### src/rtl/hex_pkg.sv
// Shared segment-code constants and the active-low segment vector type for the hex scan driver.
// Segment bit order is g..a (bit6=g, bit0=a); a 0 bit lights that segment.
package hex_pkg;

  typedef logic [6:0] seg_t;

  localparam seg_t SEG_0     = 7'b1000000;
  localparam seg_t SEG_1     = 7'b1111001;
  localparam seg_t SEG_2     = 7'b0100100;
  localparam seg_t SEG_3     = 7'b0110000;
  localparam seg_t SEG_4     = 7'b0011001;
  localparam seg_t SEG_5     = 7'b0010010;
  localparam seg_t SEG_6     = 7'b0000010;
  localparam seg_t SEG_7     = 7'b1111000;
  localparam seg_t SEG_8     = 7'b0000000;
  localparam seg_t SEG_9     = 7'b0010000;
  localparam seg_t SEG_A     = 7'b0001000;
  localparam seg_t SEG_B     = 7'b0000011;
  localparam seg_t SEG_C     = 7'b1000110;
  localparam seg_t SEG_D     = 7'b0100001;
  localparam seg_t SEG_E     = 7'b0000110;
  localparam seg_t SEG_F     = 7'b0001110;
  localparam seg_t SEG_BLANK = 7'b1111111;

endpackage

### src/rtl/hex_seg_decode.sv
// Hex nibble to active-low seven-segment pattern; purely combinational, no state, no flow control.
module hex_seg_decode
  import hex_pkg::*;
(
  input  logic [3:0] nib,
  output logic [6:0] seg
);

  always_comb begin
    seg = SEG_BLANK;
    case (nib)
      4'h0: seg = SEG_0;
      4'h1: seg = SEG_1;
      4'h2: seg = SEG_2;
      4'h3: seg = SEG_3;
      4'h4: seg = SEG_4;
      4'h5: seg = SEG_5;
      4'h6: seg = SEG_6;
      4'h7: seg = SEG_7;
      4'h8: seg = SEG_8;
      4'h9: seg = SEG_9;
      4'hA: seg = SEG_A;
      4'hB: seg = SEG_B;
      4'hC: seg = SEG_C;
      4'hD: seg = SEG_D;
      4'hE: seg = SEG_E;
      4'hF: seg = SEG_F;
      default: seg = SEG_BLANK;
    endcase
  end

endmodule

### src/rtl/hex_scan_driver.sv
// Time-multiplexed hex display scanner: staged value is swapped in only at frame boundaries; seg/dig_sel are
// registered (one cycle after index/shadow). No backpressure. Optional leading-zero blanking via HEX_LZ_BLANK_EN.
module hex_scan_driver
  import hex_pkg::*;
#(
  parameter int NUM_DIGITS = 4,
  parameter int PRESCALE   = 50000
) (
  input  logic                    clock,
  input  logic                    reset,
  input  logic [4*NUM_DIGITS-1:0] value,
  input  logic                    load,
  output logic [6:0]              seg,
  output logic [NUM_DIGITS-1:0]   dig_sel,
  output logic                    pending
);

  localparam int CNT_W = (PRESCALE > 1) ? $clog2(PRESCALE) : 1;
  localparam int IDX_W = (NUM_DIGITS > 1) ? $clog2(NUM_DIGITS) : 1;
  localparam int VAL_W = 4 * NUM_DIGITS;

  logic [CNT_W-1:0]      cnt_q, cnt_d;
  logic [IDX_W-1:0]      idx_q, idx_d;
  logic [VAL_W-1:0]      staging_q, staging_d;
  logic [VAL_W-1:0]      shadow_q, shadow_d;
  logic                  pending_q, pending_d;
  logic [6:0]            seg_q, seg_d;
  logic [NUM_DIGITS-1:0] dig_sel_q, dig_sel_d;

  logic       tick;
  logic       boundary;
  logic [3:0] nib;
  logic [6:0] dec_seg;

  always_comb begin
    tick     = (cnt_q == CNT_W'(PRESCALE - 1));
    boundary = tick && (idx_q == IDX_W'(NUM_DIGITS - 1));
    cnt_d    = tick ? '0 : cnt_q + CNT_W'(1);
    idx_d    = idx_q;
    if (tick) begin
      idx_d = boundary ? '0 : idx_q + IDX_W'(1);
    end

    staging_d = staging_q;
    shadow_d  = shadow_q;
    pending_d = pending_q;
    // A load landing on the boundary bypasses staging so the new frame starts with it.
    if (load) begin
      staging_d = value;
      pending_d = !boundary;
      if (boundary) begin
        shadow_d = value;
      end
    end else if (boundary && pending_q) begin
      shadow_d  = staging_q;
      pending_d = 1'b0;
    end
  end

  always_comb begin
    nib       = '0;
    dig_sel_d = '1;
    for (int i = 0; i < NUM_DIGITS; i++) begin
      if (idx_q == IDX_W'(i)) begin
        nib          = shadow_q[4*i +: 4];
        dig_sel_d[i] = 1'b0;
      end
    end
  end

  hex_seg_decode u_dec (
    .nib (nib),
    .seg (dec_seg)
  );

`ifdef HEX_LZ_BLANK_EN
  logic lz_blank;
  logic upper_zero;

  // Walk from the top nibble down; a digit blanks while every nibble at or above it is zero.
  always_comb begin
    lz_blank   = 1'b0;
    upper_zero = 1'b1;
    for (int i = NUM_DIGITS - 1; i > 0; i--) begin
      upper_zero = upper_zero && (shadow_q[4*i +: 4] == 4'h0);
      if ((idx_q == IDX_W'(i)) && upper_zero) begin
        lz_blank = 1'b1;
      end
    end
    seg_d = lz_blank ? SEG_BLANK : dec_seg;
  end
`else
  always_comb begin
    seg_d = dec_seg;
  end
`endif

  always_ff @(posedge clock) begin
    if (reset) begin
      cnt_q     <= '0;
      idx_q     <= '0;
      staging_q <= '0;
      shadow_q  <= '0;
      pending_q <= 1'b0;
      seg_q     <= SEG_BLANK;
      dig_sel_q <= '1;
    end else begin
      cnt_q     <= cnt_d;
      idx_q     <= idx_d;
      staging_q <= staging_d;
      shadow_q  <= shadow_d;
      pending_q <= pending_d;
      seg_q     <= seg_d;
      dig_sel_q <= dig_sel_d;
    end
  end

  assign seg     = seg_q;
  assign dig_sel = dig_sel_q;
  assign pending = pending_q;

endmodule

### config.mk
export PLATFORM = sky130hd
export DESIGN_NAME = hex_scan_driver
export DESIGN_NICKNAME = d
export VERILOG_FILES = /design/src/rtl/hex_pkg.sv /design/src/rtl/hex_seg_decode.sv /design/src/rtl/hex_scan_driver.sv
export SDC_FILE = /design/constraint.sdc
export NUM_CORES = 1
export LEC_CHECK = 0
export CORE_MARGIN = 2
export CORE_UTILIZATION = 40
export CTS_BUF_LIST = sky130_fd_sc_hd__clkbuf_2
export DETAILED_ROUTE_END_ITERATION = 12
export DONT_BUFFER_PORTS = 1
export GPL_ROUTABILITY_DRIVEN = 0
export PLACE_DENSITY = 0.63
export SKIP_LAST_GASP = 1
export SLEW_MARGIN = 20
export SYNTH_ARGS = -nofsm -noshare
export SYNTH_HDL_FRONTEND = slang
export SYNTH_SLANG_ARGS = --single-unit
### constraint.sdc
create_clock -name clock -period 2.7 [get_ports clock]
set_input_delay 0.27 -clock clock [delete_from_list [all_inputs] [get_ports clock]]
set_output_delay 0.27 -clock clock [all_outputs]
set_load 0.03 [all_outputs]
==> impl_summary.md <==
Power and ir drop
The worst ir drop on vdd is 0.000443 V. The total power density per cell area is 516 mW/mm2. The total power of the final layout is 1.59 mW. In this run the static leakage power is 1.16 nW.

Timing
Headroom to the max-slew limit came out at 0.605. The final count of negative-setup-slack endpoints is 0. For the final routed database, the setup TNS stands at 0 ns.

The post-route clock period utilization is 0.915. The setup skew after layout is 0.0381 ns. The clock period minus final worst setup slack is 2.47 ns.

The slew at the pin with the worst max-slew slack is 0.592 ns. Static timing analysis puts the maximum clock frequency at 0.405 GHz. The final number of max-transition violations is 0. Setup repair after global routing left no endpoint under its margin.

The number of hold violations in the final report is 0.

Critical path
Measured in cells, the most critical reg-to-reg path has a length of 8. The biggest fanout along the worst timing path is 15. Counting both buffers and inverters, the worst setup path holds a total of 1.

The required time at the worst-slack endpoint is 3.05 ns. The startpoint of the worst-slack reg-to-reg timing path is idx_q[0]$_SDFFE_PP0N_. The type of element launching the critical path is a flip-flop. The setup slack on the worst flop-to-flop path is 0.23 ns. Among all stages on the critical path, the largest delay is contributed by sky130_fd_sc_hd__ha_1.

Counting stages on the worst path, the most repeated cell is sky130_fd_sc_hd__ha_1. The setup path with the least slack is of type reg2reg. The maximum single-stage delay on the critical path is 0.50 ns.

The type of element capturing the critical path is a flip-flop. The kind of cell with the highest combined delay along the critical path is adder cells. Traced cell by cell, the critical path runs through ha_1 -> a211oi_1 -> a221oi_2 -> inv_1 -> ha_1 -> mux2_2 -> nand2_1 -> o311ai_1.

The endpoint identified for the worst register-to-register timing path is seg[6]$_SDFF_PP1_. The data arrival at the endpoint of the critical path is 2.82 ns.

Global routing
In the global route stage, met1 resource usage came out at 0.214. The all-layer global routing usage is 0.158. The layer flagged by global routing as most heavily used is met2. The global routing met3 resource utilization is 0.0495.

The initial antenna violation count is 0. The pin count of the biggest net entering global routing is 32. The leftover overflow at the end of global routing is 0. For met2 alone, demand over resource in global routing was 0.229.

The global-route wire length before repair is 9020 um. The number of global-route vias before repair is 1869.

Clocking
The H-tree generated during clock tree synthesis spans 3 levels. TritonCTS built the clock tree. Buffers inserted during clock tree synthesis total 9. The deepest clock path buffer count is 2. The clock sink count is 62. The CTS root buffer is sky130_fd_sc_hd__clkbuf_2. The CTS clock-pin slew for the worst setup and hold paths is 0.16 ns. The number of resized instances in the post-cts repair step is 0. The clock latency of the later-clocked register in the worst-skew pair is 0.49 ns.

Synthesis
After synthesis the cells add up to 0.00271 mm2. The number of nets handed over by synthesis was 316. The number of distinct library cells after synthesis is 42. Each instance of the synthesized netlist takes up on average 9.46 um2. Of all flip-flops after synthesis, the portion carrying an async set or reset was 0. The number of synthesized flops with an enable pin is 0. Among all flip-flop cells after synthesis, the most frequent one is sky130_fd_sc_hd__dfxtp_1. The fraction of the yosys area taken by sequential cells is 0.459. Yosys printed 0 warnings. The gate count of the mapped netlist is 286.

The count of state elements after synthesis is 62.

Cells and area
The area growth from synthesis to layout is 13.8%. The count of antenna diodes in the layout is 0. The non-filler instance count after layout is 390. After the last flow step, the layout net total stands at 338. The layout has 629 filler cells.

In the final layout, the share of cells above drive strength 1 is 0.121.

Run status
The flow ran to the end, and the final reports show no timing, DRC or antenna violations.

Routing
Using the TritonRoute via totals, the vias-per-cell ratio works out to 5.13. The detailed router finished its first iteration with 146 violations. The final routed DRC violation total is 0.

The sum of routed wire length over all layers is 5340 um. Before antenna repair, the detailed router went through 4 iterations. The wire length per cell is 13.7 um. The routed layout has 1999 vias. In this run the remaining antenna-violating nets after routing total 0.

Min path
For hold timing, the worst endpoint is staging_q[0]$_SDFFE_PP0P_. The class of the tightest hold or removal check is in2reg. In this run the most critical hold path is launched from value[0].

The cell count of the worst hold path is 2.

Floorplan
The height of the die is 86.3 um. The number of ports placed on the die boundary is 31. The number of placement rows is 29. The region available for standard cell placement spans 0.00646 mm2. The x dimension of the die is 86.3 um. The area of the die is 0.00744 mm2. The initial utilization of the core area, before any placement, comes to 0.419.

Run
The tool flagged a number of max-cap violations equal to 0.

Placed design
In this run the tool buffered the top-level ports with 0 buffer cells. Once detailed placement completed, the half-perimeter wirelength came to 3400 um. The number of placed instances, taps included is 353.
## flip-flops by register name (all words and copies together), names as in the netlist
| register | count |
|---|---|
| shadow_q | 16 |
| seg | 7 |
| cnt_q | 16 |
| staging_q | 16 |
| idx_q | 2 |
| dig_sel | 4 |
| pending | 1 |
## cell usage in the layout, fill, tap and decap left out, types with 7 or more instances in the layout
master | synthesis | final
sky130_fd_sc_hd__nor2_1 | 39 | 39
sky130_fd_sc_hd__ha_1 | 11 | 11
sky130_fd_sc_hd__or3_1 | 13 | 13
sky130_fd_sc_hd__clkbuf_2 | 1 | 11
sky130_fd_sc_hd__mux2i_1 | 19 | 19
sky130_fd_sc_hd__o21ai_0 | 12 | 12
sky130_fd_sc_hd__nand3_1 | 7 | 7
sky130_fd_sc_hd__dfxtp_1 | 62 | 62
sky130_fd_sc_hd__inv_1 | 10 | 10
sky130_fd_sc_hd__xor2_1 | 7 | 7
sky130_fd_sc_hd__xnor2_1 | 7 | 7
sky130_fd_sc_hd__dlygate4sd3_1 | 0 | 20
sky130_fd_sc_hd__a21oi_1 | 15 | 15
sky130_fd_sc_hd__nand2_1 | 15 | 15
## where the power goes
| group | internal [mW] | leakage [nW] | switching [mW] |
|---|---|---|---|
| combinational | 0.0468 | 0.576 | 0.0378 |
| clock | 0.216 | 0.0755 | 0.325 |
| sequential | 0.940 | 0.506 | 0.0232 |
## synth_stat cells, types with 2 or more instances
cell type,count,area share
sky130_fd_sc_hd__nor3b_1,3,0.0083
sky130_fd_sc_hd__o21ai_1,3,0.0055
sky130_fd_sc_hd__o211ai_1,2,0.0055
sky130_fd_sc_hd__clkbuf_1,7,0.0097
sky130_fd_sc_hd__buf_2,5,0.0092
sky130_fd_sc_hd__nand3_1,7,0.013
sky130_fd_sc_hd__or3_1,13,0.030
sky130_fd_sc_hd__ha_1,11,0.051
sky130_fd_sc_hd__and3_1,6,0.014
sky130_fd_sc_hd__and2_1,4,0.0092
sky130_fd_sc_hd__inv_1,10,0.014
sky130_fd_sc_hd__dfxtp_1,62,0.46
sky130_fd_sc_hd__a211oi_1,2,0.0055
sky130_fd_sc_hd__a21oi_1,15,0.028
sky130_fd_sc_hd__mux2_2,6,0.025
sky130_fd_sc_hd__xnor2_1,7,0.023
sky130_fd_sc_hd__xor2_1,7,0.023
sky130_fd_sc_hd__nand3b_1,4,0.011
sky130_fd_sc_hd__mux2i_1,19,0.070
sky130_fd_sc_hd__nand2_1,15,0.021
sky130_fd_sc_hd__buf_4,2,0.0055
sky130_fd_sc_hd__o221ai_1,2,0.0065
sky130_fd_sc_hd__o21ai_0,12,0.022
sky130_fd_sc_hd__nor2b_1,2,0.0046
sky130_fd_sc_hd__nand4_1,3,0.0069
sky130_fd_sc_hd__a31oi_1,2,0.0046
sky130_fd_sc_hd__and4bb_2,2,0.0092
sky130_fd_sc_hd__nor2_1,39,0.054
## through the flow
stage	hold WS, ns	util	setup WS, ns	instance area (um2)
2_1_floorplan	0.428	-	0.465	2710
3_3_place_gp	0.341	0.429	0.423	2770
3_5_place_dp	0.344	0.429	0.289	2770
4_1_cts	0.00696	0.478	0.243	3080
5_1_grt	0.00137	0.477	0.00632	3080
6_report	0.0535	0.477	0.230	3080
## logic make-up after synthesis
logic type,share of synthesized area
xor+xnor,0.0453
flops,0.459
mux,0.0952
buf+inv,0.0402
compound gates,0.104
simple gates,0.206
fa+ha+maj,0.0509
## how the worst max path moves through the flow
stage	start	endpoint	cells after the start
floorplan	idx_q[0]$_SDFFE_PP0N_	seg[5]$_SDFF_PP1_	10
global placement	idx_q[0]$_SDFFE_PP0N_	seg[6]$_SDFF_PP1_	8
detailed placement	idx_q[0]$_SDFFE_PP0N_	seg[6]$_SDFF_PP1_	8
CTS	idx_q[0]$_SDFFE_PP0N_	seg[6]$_SDFF_PP1_	8
global route	idx_q[0]$_SDFFE_PP0N_	seg[6]$_SDFF_PP1_	8
finish	idx_q[0]$_SDFFE_PP0N_	seg[6]$_SDFF_PP1_	8
## what timing repair did
| action | 4_1_cts | 5_1_grt |
|---|---|---|
| hold buffers | 21 | 0 |
| buffers inserted | 0 | 0 |
| endpoints found under the hold margin | 32 | 0 |
## layer usage
layer / wire, um / share of wire
met1: 2780 / 0.52
met2: 2210 / 0.41
met5: 0 / 0
met4: 105 / 0.020
met3: 251 / 0.047
## cell type report
cell class	instances	area, um2	area share
inverters	10	37.5	0.0122
flip-flops and latches	62	1240	0.403
well taps	77	96.3	0.0313
clock inverters	5	50.0	0.0163
multi-input cells	199	1360	0.440
clock buffers	11	55.1	0.0179
repair buffers	26	243	0.0788
Power figures use the tool's default switching activity.
